**src/rtl/seq1101_tx_if.sv**
```systemverilog
// Parallel producer handshake for seq1101_tx: one payload word per valid/ready transfer.
interface seq1101_tx_if #(
    parameter int unsigned DATA_W = 8
);
    logic [DATA_W-1:0] in_data;
    logic              in_valid;
    logic              in_ready;

    // Producer side drives the word and valid, watches ready.
    modport master (
        output in_data,
        output in_valid,
        input  in_ready
    );

    // Transmitter side consumes the word and valid, reports ready.
    modport slave (
        input  in_data,
        input  in_valid,
        output in_ready
    );
endinterface

```
**src/rtl/seq1101_tx.sv**
```systemverilog
// seq1101_tx: framed serial transmitter. Sends sync word 1101, then the payload
// MSB first, inserting a stuffed 0 after every 110 in the frame body so that
// 1101 can only appear as the real sync word.
// Optional macro SEQ1101_TX_PARITY_EN appends an even-parity bit after the payload.
module seq1101_tx #(
    parameter int unsigned DATA_W     = 8,
    parameter int unsigned GAP_CYCLES = 2
) (
    input  logic        clk,
    input  logic        rst,
    seq1101_tx_if.slave bus,
    output logic        tx_bit,
    output logic        tx_active,
    output logic        tx_sync,
    output logic        tx_stuff,
    output logic        frame_done
);

    // idx counts sync bits (0..3) and payload bits (0..DATA_W)
    localparam int unsigned IDX_W = ($clog2(DATA_W + 1) > 2) ? $clog2(DATA_W + 1) : 2;
    localparam int unsigned GAP_W = ($clog2(GAP_CYCLES) > 1) ? $clog2(GAP_CYCLES) : 1;
    localparam logic [3:0]  SYNC_WORD  = 4'b1101;
    localparam logic [2:0]  STUFF_TRIG = 3'b110;

    // State names the kind of bit currently on tx_bit.
    typedef enum logic [2:0] {
        IDLE,
        SYNC,
        DATA,
        STUFF,
        PAR,
        GAP
    } state_t;

    state_t            state;
    logic [IDX_W-1:0]  idx;
    logic [GAP_W-1:0]  gap_cnt;
    logic [DATA_W-1:0] data_q;
    logic [2:0]        hist;
`ifdef SEQ1101_TX_PARITY_EN
    logic              par_q;
    logic              par_done;
`endif

    logic [2:0]        win;
    logic [IDX_W-1:0]  res_n;
    state_t            res_state;
    logic              res_bit;
    logic              res_active;
    logic              go_stuff;
    logic              go_resume;

    // Accept only in IDLE and never while reset is asserted.
    assign bus.in_ready = (state == IDLE) && !rst;

    // Last three frame bits, newest being the bit on the line right now.
    assign win = {hist[1:0], tx_bit};

    // Where the frame continues after the current bit (or after a stuff bit):
    // next payload bit, then parity if enabled, then the gap.
    always_comb begin
        if (state == DATA) begin
            res_n = idx + IDX_W'(1);
        end else if (state == SYNC) begin
            res_n = '0;
        end else begin
            res_n = idx;
        end
        res_state  = GAP;
        res_bit    = 1'b0;
        res_active = 1'b0;
        if (res_n < IDX_W'(DATA_W)) begin
            res_state  = DATA;
            res_bit    = data_q[DATA_W-1];
            res_active = 1'b1;
        end
`ifdef SEQ1101_TX_PARITY_EN
        else if (!par_done) begin
            res_state  = PAR;
            res_bit    = par_q;
            res_active = 1'b1;
        end
`endif
    end

    // Decide between inserting a stuff bit and moving on to the pending bit.
    always_comb begin
        go_stuff  = ((state == DATA) || (state == PAR)) && (win == STUFF_TRIG);
        go_resume = 1'b0;
        case (state)
            SYNC:      go_resume = (idx == IDX_W'(3));
            DATA, PAR: go_resume = (win != STUFF_TRIG);
            STUFF:     go_resume = 1'b1;
            default:   go_resume = 1'b0;
        endcase
    end

    // Frame sequencer with registered line outputs.
    always_ff @(posedge clk) begin
        if (rst) begin
            state      <= IDLE;
            idx        <= '0;
            gap_cnt    <= '0;
            data_q     <= '0;
            hist       <= '0;
            tx_bit     <= 1'b0;
            tx_active  <= 1'b0;
            tx_sync    <= 1'b0;
            tx_stuff   <= 1'b0;
            frame_done <= 1'b0;
`ifdef SEQ1101_TX_PARITY_EN
            par_q      <= 1'b0;
            par_done   <= 1'b0;
`endif
        end else begin
            frame_done <= 1'b0;
            if (tx_active) begin
                hist <= win;
            end

            case (state)
                IDLE: begin
                    hist <= '0;
                    if (bus.in_valid && bus.in_ready) begin
                        data_q    <= bus.in_data;
`ifdef SEQ1101_TX_PARITY_EN
                        par_q     <= ^bus.in_data;
                        par_done  <= 1'b0;
`endif
                        state     <= SYNC;
                        idx       <= '0;
                        tx_bit    <= SYNC_WORD[3];
                        tx_active <= 1'b1;
                        tx_sync   <= 1'b1;
                    end
                end
                SYNC: begin
                    if (!go_resume) begin
                        idx    <= idx + IDX_W'(1);
                        tx_bit <= SYNC_WORD[2'd2 - idx[1:0]];
                    end
                end
                GAP: begin
                    hist <= '0;
                    if (gap_cnt == GAP_W'(GAP_CYCLES - 1)) begin
                        state <= IDLE;
                    end else begin
                        gap_cnt <= gap_cnt + GAP_W'(1);
                    end
                end
                default: begin
                end
            endcase

            if (go_stuff) begin
                state    <= STUFF;
                idx      <= res_n;
                tx_bit   <= 1'b0;
                tx_stuff <= 1'b1;
            end else if (go_resume) begin
                state     <= res_state;
                tx_bit    <= res_bit;
                tx_active <= res_active;
                tx_sync   <= 1'b0;
                tx_stuff  <= 1'b0;
                if (res_state == DATA) begin
                    data_q <= data_q << 1;
                    idx    <= res_n;
                end
                if (res_state == GAP) begin
                    frame_done <= 1'b1;
                    gap_cnt    <= '0;
                end
`ifdef SEQ1101_TX_PARITY_EN
                if (res_state == PAR) begin
                    par_done <= 1'b1;
                end
`endif
            end
        end
    end

endmodule

```
**src/flat_wrapper.sv**
```systemverilog
// flat-port wrapper written by rule: the top's interface ports become plain ports
module seq1101_tx_flat 
#(
    parameter int unsigned DATA_W     = 8,
    parameter int unsigned GAP_CYCLES = 2
)
  (clk, rst, tx_bit, tx_active, tx_sync, tx_stuff, frame_done, bus_in_data, bus_in_valid, bus_in_ready);
  seq1101_tx_if #(.DATA_W(DATA_W)) bus_i ();
  input  logic clk;
  input  logic rst;
  output logic tx_bit;
  output logic tx_active;
  output logic tx_sync;
  output logic tx_stuff;
  output logic frame_done;
  input wire logic [$bits(bus_i.in_data)-1:0] bus_in_data;
  input wire logic [$bits(bus_i.in_valid)-1:0] bus_in_valid;
  output wire logic [$bits(bus_i.in_ready)-1:0] bus_in_ready;
  assign bus_i.in_data = bus_in_data;
  assign bus_i.in_valid = bus_in_valid;
  assign bus_in_ready = bus_i.in_ready;
  seq1101_tx #(.DATA_W(DATA_W), .GAP_CYCLES(GAP_CYCLES)) u_core (.clk(clk), .rst(rst), .bus(bus_i), .tx_bit(tx_bit), .tx_active(tx_active), .tx_sync(tx_sync), .tx_stuff(tx_stuff), .frame_done(frame_done));
endmodule
```
**config.mk**
```make
export PLATFORM = sky130hd
export DESIGN_NAME = seq1101_tx_flat
export DESIGN_NICKNAME = d
export VERILOG_FILES = /design/src/rtl/seq1101_tx_if.sv /design/src/rtl/seq1101_tx.sv /design/src/flat_wrapper.sv
export SDC_FILE = /design/constraint.sdc
export NUM_CORES = 1
export LEC_CHECK = 0
export BUFFER_PORTS_ARGS = -buffer_cell sky130_fd_sc_hd__clkbuf_2
export CORE_UTILIZATION = 45
export DETAILED_ROUTE_END_ITERATION = 7
export PLACE_DENSITY = 0.67
export SLEW_MARGIN = 20
export SYNTH_ARGS = -nofsm -noshare
export SYNTH_HDL_FRONTEND = slang
export SYNTH_SLANG_ARGS = --single-unit
```
**constraint.sdc**
```tcl
create_clock -name clk -period 1.85 [get_ports clk]
set_input_delay 0.2775 -clock clk [delete_from_list [all_inputs] [get_ports clk]]
set_output_delay 0.2775 -clock clk [all_outputs]
set_load 0.005 [all_outputs]
```
==> run_results.csv <==
group,metric,value,unit
outcome,outcome,"complete, but fails checks",
outcome,violations,"design-rule violations, negative setup slack",
pwr,power_density,1570,mW/mm2
route,post_drt_wl_per_cell,17.0,um
clocking,clkTransAtPathRegs,130,ps
layout,finalInstanceArea,0.00179,mm2
yosys,ys_types,49,
sta,fin_worst_skew,4.29,ps
clocking,clock-sinks,23,
sta,fin_crit,1920,ps
clocking,cts_hold_buf,0,
global_routing,grt_pass1_wl,5580,um
route,wirelength,3870,um
pwr,power.leakage,0.000731,uW
floorplan,die_x,57.0,um
layout,layout_common_cells,"22 x nand2_1, 21 x buf_4, 18 x nor2_1",
yosys,synth_top_area_share,0.339,
run,cap_violations,0,
layout,nNetsFinal,211,
layout,layout_commonest_cell,"nand2_1",
global_routing,gr-total-overflow,0,
clocking,htree_levels,1,
yosys,syn_avg_cell_area,8.39,um2
critical_path,arrival,2150,ps
sta,slew_viol_final,0,
route,first_pass_iters,7,
sta,finalSetupViolCount,4,
clocking,clk_latency,320,ps
yosys,yosysSeqAreaShare,0.339,
critical_path,worstPathMaxFanout,7,
clocking,clock_path_buffers,2,
yosys,synth_ff_type,"dfxtp_1",
layout,diodes,0,
sta,hold_viol_final,0,
critical_path,path_buf_inv,1,
global_routing,grt_usage,0.217,
yosys,synth_top_cells_by_area,"dfxtp_1 34%, nand2_1 6.1%, nor2_1 5.0%, a311oi_1 4.5%, a21oi_1 4.4%",
yosys,synth_top_area_cell,"dfxtp_1",
sta,tightest_slew,527,ps
placement,place_congestion,0.925,
global_routing,grt_start_max_net_pins,23,
floorplan,num_rows,19,
layout,ff_latch_area,473,um2
placement,dp_hpwl,2490,um
layout,multi_input_area,868,um2
yosys,ys_ff_latch,23,
layout,fillers,230,
critical_path,critPathLaunchType,"flip-flop",
placement,placed_area,0.00159,mm2
route,drt.antenna.violating_nets,0,
clocking,cts_made_buffers,3,
yosys,synth-async-reset-ratio,0,
sta,fmax,0.521,GHz
sta,rsz0062_at_grt,"yes",
clocking,root_buffer,"clkbuf_4",
critical_path,cp_slowest_stage_delay,390,ps
worst_hold_path,hp-class,"primary input to flip-flop",
route,drtIter0Drc,98,
critical_path,path_cells,"ha_4 > nor3b_4 > o211a_1 > o32ai_4 > clkbuf_16 > nor2_1 > a311oi_1",
sta,relSlewSlack,0.648,
yosys,synth_nets,175,
critical_path,worst_setup_path_end_kind,"flip-flop",
placement,io_buffer_count,16,
floorplan,initial_utilization,0.484,
floorplan,ios,17,
layout,area_delta_synth_final,31.4,%
global_routing,grt_pass1_vias,1230,
yosys,netlist_area,0.00136,mm2
layout,drive_above_1_share,0.360,
critical_path,worst-setup-path-type,"flip-flop to flip-flop",
yosys,synth-edff-count,0,
route,vias_per_cell,6.16,
global_routing,antenna_found_initial,0,
floorplan,die_area,0.00324,mm2
yosys,synth_warnings,0,
critical_path,critPathSlowestCell,"dfxtp_4",
yosys,synthesis.instances,162,
floorplan,die_y,57.0,um
clocking,cts_tree,"yes",
route,drc,4,
route,vias,1405,
floorplan,core_area,0.00281,mm2
critical_path,critPathRequiredTime,2080,ps
pwr,ir_worst_vdd,0.853,mV
sta,worst_slack,-68.8,ps
critical_path,cp_top_family,"compound AO/OA/AOI/OAI gates",
placement,dpl_worst_slack,-32.3,ps
sta,fin_crit_sh,1.04,
-- metal layers --
layer	share of wire	track usage
met2	0.49	0.346
met3	0.067	0.0317
met4	0.020	0.0941
met5	0	0
met1	0.42	0.292
-- worst paths after layout --
kind / from / to / slack (ps) / cells after the start
worst min-delay path: bus_in_data[4] / u_core.data_q[4] / 180 / 3
worst max-delay path: u_core.idx[0] / u_core.data_q[5] / -70 / 7
worst min register to register: u_core.gap_cnt / u_core.gap_cnt / 490 / 2
worst max register to register: u_core.idx[0] / u_core.data_q[5] / -70 / 7
-- power by group --
part / total (uW) / internal (uW) / leakage [uW] / switching, uW
sequential: 826 / 674 / 0.000191 / 152
combinational: 1740 / 866 / 0.000523 / 873
clock: 244 / 81.1 / 0.0000177 / 163
-- per-stage QoR --
stage,cells,util,hold WS (ps),TNS (ps),total power (uW)
6_report,228,0.636,177,-167,2810
2_1_floorplan,162,-,435,0,1750
5_1_grt,228,0.636,190,-652,2960
3_5_place_dp,216,0.567,457,-32.3,2200
3_3_place_gp,216,0.567,453,0,2160
4_1_cts,220,0.582,175,0,2480
-- synth_stat cells (all sizes together), types with 2 or more instances --
cell type  instances
a211oi             6
a21boi             2
nor3b              2
o22ai              3
buf                9
nand2             22
clkbuf             2
dfxtp             23
and2               2
inv                8
a311oi             7
o21ai              5
a222oi             2
nor2              18
nand2b             5
ha                 2
mux2i              4
nand3              2
nor3               4
a21oi             12
-- cell type report --
type                    instances  share of cell area
multi-input cells             120               0.486
flip-flops and latches         23               0.265
repair buffers                 42               0.195
well taps                      31              0.0217
inverters                       8              0.0168
clock buffers                   3              0.0126
clock inverters                 1             0.00280
-- sequential cells by signal (all words and copies together) (netlist names) --
name	flops
u_core.tx_sync	1
u_core.tx_stuff	1
u_core.tx_bit	1
u_core.data_q	8
u_core.frame_done	1
u_core.idx	4
u_core.hist	2
u_core.tx_active	1
u_core.state	3
u_core.gap_cnt	1
-- cell families (layout without fill, tap and decap cells) --
| family | after synthesis | in the layout | synth area share |
|---|---|---|---|
| multiplexers | 5 | 5 | 0.0378 |
| AO/OA/AOI/OAI | 51 | 51 | 0.302 |
| buffers and inverters | 19 | 54 | 0.0700 |
| AND/OR/NAND/NOR | 62 | 62 | 0.233 |
| flip-flops | 23 | 23 | 0.339 |
| adder cells (fa/ha/maj) | 2 | 2 | 0.0184 |
-- worst register-to-register path, stage by stage, from the launching register on --
cell and delay (ps):
dfxtp_4 390, ha_4 160, nor3b_4 150, o211a_1 290, o32ai_4 330, clkbuf_16 240, nor2_1 50, a311oi_1 230
-- repair_timing --
action                                  CTS  global route
resized for setup                         3            16
setup buffers                             0             8
pin swaps                                 1            17
cloned                                    0             2
endpoints found under the setup margin    2             8
(Power assumes the default switching activity.)
